===== config.mk =====
export PLATFORM = sky130hd
export DESIGN_NAME = serial_addsub_flat
export DESIGN_NICKNAME = d
export VERILOG_FILES = /design/src/rtl/serial_addsub_if.sv /design/src/rtl/serial_addsub.sv /design/src/flat_wrapper.sv
export SDC_FILE = /design/constraint.sdc
export NUM_CORES = 1
export LEC_CHECK = 0
export CORE_UTILIZATION = 51
export CTS_CLUSTER_DIAMETER = 50
export DETAILED_ROUTE_END_ITERATION = 8
export GPL_ROUTABILITY_DRIVEN = 0
export MAX_ROUTING_LAYER = met4
export PLACE_DENSITY = 0.78
export SETUP_SLACK_MARGIN = 0.05
export SYNTH_ARGS = -nofsm -noshare
export SYNTH_HDL_FRONTEND = slang
export SYNTH_SLANG_ARGS = --single-unit

===== constraint.sdc =====
create_clock -name clk -period 1.8 [get_ports clk]
set_clock_uncertainty 0.05 [all_clocks]
set_input_delay 0.18 -clock clk [delete_from_list [all_inputs] [get_ports clk]]
set_output_delay 0.18 -clock clk [all_outputs]
set_load 0.02 [all_outputs]

===== src/rtl/serial_addsub_if.sv =====
// Start/busy/done handshake bundle for the bit-serial adder/subtractor.
interface serial_addsub_if #(
  parameter int unsigned WIDTH = 8
);
  logic             start;
  logic             sub;
  logic [WIDTH-1:0] a;
  logic [WIDTH-1:0] b;
  logic             cin;
  logic             busy;
  logic             done;
  logic [WIDTH-1:0] sum;
  logic             cout;
  logic             ovf;

  modport master (
    output start, sub, a, b, cin,
    input  busy, done, sum, cout, ovf
  );

  modport slave (
    input  start, sub, a, b, cin,
    output busy, done, sum, cout, ovf
  );
endinterface


===== src/rtl/serial_addsub.sv =====
// Bit-serial adder/subtractor: one full-adder slice plus a registered carry,
// one operand bit per clock, LSB first, result held until the next completion.
module serial_addsub #(
  parameter int unsigned WIDTH = 8
) (
  input  logic            clk,
  input  logic            rst_n,
  serial_addsub_if.slave  bus
);

  localparam int unsigned CNT_W = (WIDTH > 1) ? $clog2(WIDTH) : 1;

  typedef enum logic {
    IDLE = 1'b0,
    RUN  = 1'b1
  } state_t;

  state_t             state;
  logic [WIDTH-1:0]   a_sh;
  logic [WIDTH-1:0]   b_sh;
  logic [WIDTH-1:0]   s_sh;
  logic               carry;
  logic [CNT_W-1:0]   cnt;

  logic               busy_q;
  logic               done_q;
  logic [WIDTH-1:0]   sum_q;
  logic               cout_q;
  logic               ovf_q;

  // Full-adder slice on the current LSBs.
  logic               bit_s;
  logic               bit_c;
  logic [WIDTH-1:0]   s_next;

  assign bit_s  = a_sh[0] ^ b_sh[0] ^ carry;
  assign bit_c  = (a_sh[0] & b_sh[0]) | (a_sh[0] & carry) | (b_sh[0] & carry);
  assign s_next = {bit_s, s_sh[WIDTH-1:1]};

  always_ff @(posedge clk or negedge rst_n) begin
    if (!rst_n) begin
      state  <= IDLE;
      a_sh   <= '0;
      b_sh   <= '0;
      s_sh   <= '0;
      carry  <= 1'b0;
      cnt    <= '0;
      busy_q <= 1'b0;
      done_q <= 1'b0;
      sum_q  <= '0;
      cout_q <= 1'b0;
      ovf_q  <= 1'b0;
    end else begin
      done_q <= 1'b0;
      case (state)
        IDLE: begin
          if (bus.start) begin
            // Subtraction is a + ~b + 1; cin only matters in add mode.
            a_sh   <= bus.a;
            b_sh   <= bus.sub ? ~bus.b : bus.b;
            carry  <= bus.sub ? 1'b1 : bus.cin;
            s_sh   <= '0;
            cnt    <= '0;
            busy_q <= 1'b1;
            state  <= RUN;
          end
        end
        RUN: begin
          a_sh  <= a_sh >> 1;
          b_sh  <= b_sh >> 1;
          s_sh  <= s_next;
          carry <= bit_c;
          cnt   <= cnt + CNT_W'(1);
          if (cnt == CNT_W'(WIDTH - 1)) begin
            // Overflow: carry into the MSB slice differs from carry out of it.
            sum_q  <= s_next;
            cout_q <= bit_c;
            ovf_q  <= carry ^ bit_c;
            done_q <= 1'b1;
            busy_q <= 1'b0;
            state  <= IDLE;
          end
        end
        default: state <= IDLE;
      endcase
    end
  end

  assign bus.busy = busy_q;
  assign bus.done = done_q;
  assign bus.sum  = sum_q;
  assign bus.cout = cout_q;
  assign bus.ovf  = ovf_q;

endmodule

===== src/flat_wrapper.sv =====
// flat-port wrapper written by rule: the top's interface ports become plain ports
module serial_addsub_flat 
#(
  parameter int unsigned WIDTH = 8
)
  (clk, rst_n, bus_start, bus_sub, bus_a, bus_b, bus_cin, bus_busy, bus_done, bus_sum, bus_cout, bus_ovf);
  serial_addsub_if #(.WIDTH(WIDTH)) bus_i ();
  input  logic clk;
  input  logic rst_n;
  input wire logic [$bits(bus_i.start)-1:0] bus_start;
  input wire logic [$bits(bus_i.sub)-1:0] bus_sub;
  input wire logic [$bits(bus_i.a)-1:0] bus_a;
  input wire logic [$bits(bus_i.b)-1:0] bus_b;
  input wire logic [$bits(bus_i.cin)-1:0] bus_cin;
  output wire logic [$bits(bus_i.busy)-1:0] bus_busy;
  output wire logic [$bits(bus_i.done)-1:0] bus_done;
  output wire logic [$bits(bus_i.sum)-1:0] bus_sum;
  output wire logic [$bits(bus_i.cout)-1:0] bus_cout;
  output wire logic [$bits(bus_i.ovf)-1:0] bus_ovf;
  assign bus_i.start = bus_start;
  assign bus_i.sub = bus_sub;
  assign bus_i.a = bus_a;
  assign bus_i.b = bus_b;
  assign bus_i.cin = bus_cin;
  assign bus_busy = bus_i.busy;
  assign bus_done = bus_i.done;
  assign bus_sum = bus_i.sum;
  assign bus_cout = bus_i.cout;
  assign bus_ovf = bus_i.ovf;
  serial_addsub #(.WIDTH(WIDTH)) u_core (.clk(clk), .rst_n(rst_n), .bus(bus_i));
endmodule

### Yosys cells after proc, flatten, opt, wreduce, memory -nomap -nowiden

Index checks and enable logic that the tools add are counted.
Widths: inputs -> output; s select.

| cells by class | value |
|---|---|
| $add $sub $neg | 1 |
| equality and inequality tests | 3 |
| mux-type cells | 20 |
| bitwise logic cells | 10 |
| reduce and logical (&&, ||, !) cells | 2 |

Operators with widths:

| cell | count |
|---|---|
| $pmux 8 s2 | 3 |
| $mux 8 | 4 |
| $mux 1 | 8 |
| $not 8->8 | 1 |
| $pmux 1 s2 | 3 |
| $pmux 3 s2 | 1 |
| $ne 2x2->1 const B | 2 |
| $reduce_and 2->1 | 2 |
| $add 3x1->3 const B | 1 |
| $and 1x1->1 | 3 |
| $eq 3x3->1 const B | 1 |
| $mux 3 | 1 |
| $xor 1x1->1 | 3 |
| $or 1x1->1 | 2 |
| $not 1->1 | 1 |

| word-level totals | value |
|---|---|
| register bits | 41 |
| bits of input ports | 21 |
| word-level logic and storage cells | 47 |

### Longest topological paths before layout

| depth | value |
|---|---|
| depth in word-level cells | 4 |
| gate-level depth with buffers | 5 |
| gate-level depth less buffers | 4 |

### Worst setup path before layout

Ideal clock, no wire load.

| timing | value |
|---|---|
| path kind | flip-flop to flip-flop |
| start | reg u_core.cnt[0] |
| end | reg u_core.cout_q, in the netlist u_core.bus.cout |
| library setup time | 0.128 ns |
| arrival time | 1.317 ns |
| data required time | 1.622 ns |
| setup slack | 0.306 ns |
| stages on the path, launching flop included | 6 |
| clock period less this slack | 1.494 ns |
| cells stage by stage | dfrtp_1 -> ha_1 -> ha_1 -> nand2_1 -> buf_4 -> mux2_1 |

| between the ends | value |
|---|---|
| word-level cells in the longest chain between the ends | 2 |

Ends and longest elaborated chain:

| item | line | text |
|---|---|---|
| start: declaration | serial_addsub.sv:23 | `logic [CNT_W-1:0] cnt;` |
| start signal: assignment | serial_addsub.sv:73 | `cnt <= cnt + CNT_W'(1);` |
| $eq 3x3->1 | serial_addsub.sv:74 | `if (cnt == CNT_W'(WIDTH - 1)) begin` |
| $reduce_and 2->1 (no line) | - |  |
| end signal: assignment | serial_addsub.sv:77 | `cout_q <= bit_c;` |
| end: declaration | serial_addsub.sv:28 | `logic cout_q;` |

Every way passes these cells.
A chain may end at the register's enable or synchronous reset.

### Final worst setup path

| timing | value |
|---|---|
| start | reg u_core.sum_q[5], in the netlist u_core.bus.sum[5] |
| end | out bus_sum[5] |

RTL lines:

| item | line | text |
|---|---|---|
| start: declaration | serial_addsub.sv:27 | `logic [WIDTH-1:0] sum_q;` |
| start signal: assignment | serial_addsub.sv:76 | `sum_q <= s_next;` |
| end: declaration | flat_wrapper.sv:17 | `output wire logic [$bits(bus_i.sum)-1:0] bus_sum;` |

No word-level cell between the ends.

==> metrics.txt <==
status finished, final reports clean; CORE AREA around 3400 sq um; residual DRC count 0; GRT overflow 0; die area 3790 sq um; min cycle time layout 1.58 ns; Yosys top cell area share between 50% and 60%; VDD IR max roughly 0.7 mV; Yosys warning count 0; Post-Syn Instances 144; fillers 291; P per Cell Area 1440 nW/um^2; Detailed Place HPWL between 2 and 2.5 mm; placed cell count 218; Final #Nets 205; post-route setup slack between 0.2 and 0.25 ns; vias in the first global route 1195; average size of a mapped cell around 13 sq um; worst path cell trace clkdlybuf4s50_1; Tcrit/Tclk final 87.6%; largest family of logic cells by synthesized area compound AO/OA/AOI/OAI gates; Post-CTS Repair Setup Buffers 0; total number of vias around 1200; sequential share of the synthesized area 55.4%; cell taking the most area after synthesis dfrtp_1; Worst Max-Slew Pin Slew between 0.4 and 0.5 ns; crit-path max cell delay 0.62 ns; Starting Density between 50% and 60%; die height 61.5 um; most frequent cells in the layout 40 x dfrtp_1, 31 x clkdlybuf4s50_1, 17 x nand2_1, 9 x o21ai_0, 9 x mux2_1; startpoint types flop; share of post-route cells with drive strength above 1 14.4%; Synth Register Bits 40; LEAKAGE 1.03 nW; Final Setup Violations 0; Clock Latency Late Sink 0.35 ns; synth unique cells 27; Syn-to-layout area delta 23.6%; slew margin rel. between 60% and 70%; post-synthesis mux area share 11.3%; TritonRoute pass-1 iters 4; commonest non-fill, non-tap cell in the layout dfrtp_1; initial antenna violation count 0; fmax roughly 0.63 GHz; total power 3.22 mW; Worst Path Arrival 1.35 ns; adder-cell area share of the yosys netlist 3.18%; post-route insts no fill between 200 and 250; Total GRT Usage 19.4%; Port Buffer Count 32; Core Rows 21; CTS Buf Count 5; TritonCTS clock tree yes; worst path bufs/invs 1; CP endpoint kind output port; Die Width 61.5 um; Mapped Area 1810 sq um; pre-CTS setup slack 0.0867 ns; Routed Antenna Nets 0; root buf cell clkbuf_4; Hold Slack roughly 0.35 ns; first-pass GRT wire length 5.05 mm; pin count of the biggest net entering global routing 41; simple-gate area share of the yosys netlist 10.0%; Synth Area in Compound Gates 12.2%; fin. max-slew vios 0; CTS H-Tree Depth 2; Hold Vio Cnt, Final 0; num ports 33; CP delay by family, top buffers and inverters; Setup CP Type reg2out; worst min-delay path category in2async; Fin Setup TNS 0 ns; Wirelength per Cell around 13 um; Max Buffers Root-to-Sink 2; drt first-iter violations 14; CP max FO 2; ratio of routed vias to standard cells 5.26; # diodes 0; Post-Synth XOR/XNOR Area 4.36%; Max-cap violations 0; Syn Nets 169; Area contributors post-synth dfrtp_1 55%, mux2_1 5.6%, o211ai_2 4.8%; Routed Wire Length 3.05 mm; Worst path slowest cell clkdlybuf4s50_1; RSZ-0062 raised after global routing no; clock sinks 40; Worst-path clk slew 0.11 ns; CP Data Required Time about 1.6 ns
kinds of logic (layout without fill, tap and decap cells):
kind of cell / Yosys count / in the layout
flip-flops: 40 / 40
AND/OR/NAND/NOR: 34 / 34
XOR/XNOR: 9 / 9
adder cells (fa/ha/maj): 4 / 4
multiplexers: 19 / 19
AO/OA/AOI/OAI: 27 / 27
buffers and inverters: 11 / 48
layout make-up:
type	instances	area (sq um)	share of cell area [%]
Inverter	2	7.51	0.336
Clock buffer	6	51.3	2.30
Sequential cell	40	1000	44.8
Multi-Input combinational cell	93	744	33.3
Tap cell	46	57.6	2.58
Timing Repair Buffer	38	363	16.2
Clock inverter	2	10.0	0.448
state kept, by name, indices dropped and copies added, names as in the netlist, 3 cells and up:
| signal | flops |
|---|---|
| u_core.a_sh | 8 |
| u_core.b_sh | 8 |
| u_core.bus.sum | 8 |
| u_core.cnt | 3 |
| u_core.s_sh | 7 |
per-stage QoR:
stage | utilization (%) | instance area, sq um
floorplan | - | 1810
global placement | 64.2 | 2160
detailed placement | 64.2 | 2160
CTS | 66.4 | 2230
global route | 66.4 | 2230
finish | 66.4 | 2230
per-layer routing:
metal / share of wire [%] / GRT usage (%) / routed length (um)
met1: 43 / 22.5 / 1330
met2: 51 / 31.0 / 1570
met3: 3.9 / 5.04 / 120
met4: 1.3 / 9.84 / 40
met5: 0 / - / 0
synthesized netlist by cell type:
cell type,count
buf_4,3
inv_1,2
nand2b_1,2
fa_1,1
mux2_1,9
o22ai_1,1
a22o_1,7
ha_1,3
o211ai_2,7
or3b_1,7
a21oi_1,1
clkbuf_1,1
mux2_2,2
mux2i_1,8
nor2_2,1
or2b_4,1
xnor2_1,8
buf_6,1
o21ai_0,9
o31ai_1,1
a211oi_1,1
xor2_1,1
nand2_1,18
buf_2,4
dfrtp_1,40
nor2_1,4
nor3b_1,1
timing repair:
item / 4_1_cts / 5_1_grt
hold buffers: 1 / 0
hold endpoints to repair: 40 / 0
endpoints found under the setup margin: 0 / 9
resized for setup: 0 / 1
power by group:
group          switching (mW)  internal (mW)
clock network           0.280          0.186
registers               0.216           1.26
logic                   0.614          0.670
total                    1.11           2.11
final timing paths:
path / startpoint / endpoint / slack, ns / depth (start not counted)
hold reg to reg: u_core.b_sh[6]$_DFFE_PN0P_ / u_core.b_sh[5]$_DFFE_PN0P_ / 0.44 / 2
min in group clk: bus_a[7] / u_core.a_sh[7]$_DFFE_PN0P_ / 0.40 / 3
setup reg to reg: u_core.cnt[0]$_DFFE_PN0P_ / u_core.bus.sum[3]$_DFFE_PN0P_ / 0.24 / 4
max in group asynchronous: rst_n / u_core.a_sh[2]$_DFFE_PN0P_ / 1.01 / 3
setup / recovery: u_core.bus.sum[5]$_DFFE_PN0P_ / bus_sum[5] / 0.22 / 1
hold / removal: rst_n / u_core.b_sh[2]$_DFFE_PN0P_ / 0.35 / 3
No activity file was read; power rests on OpenSTA's default activity.
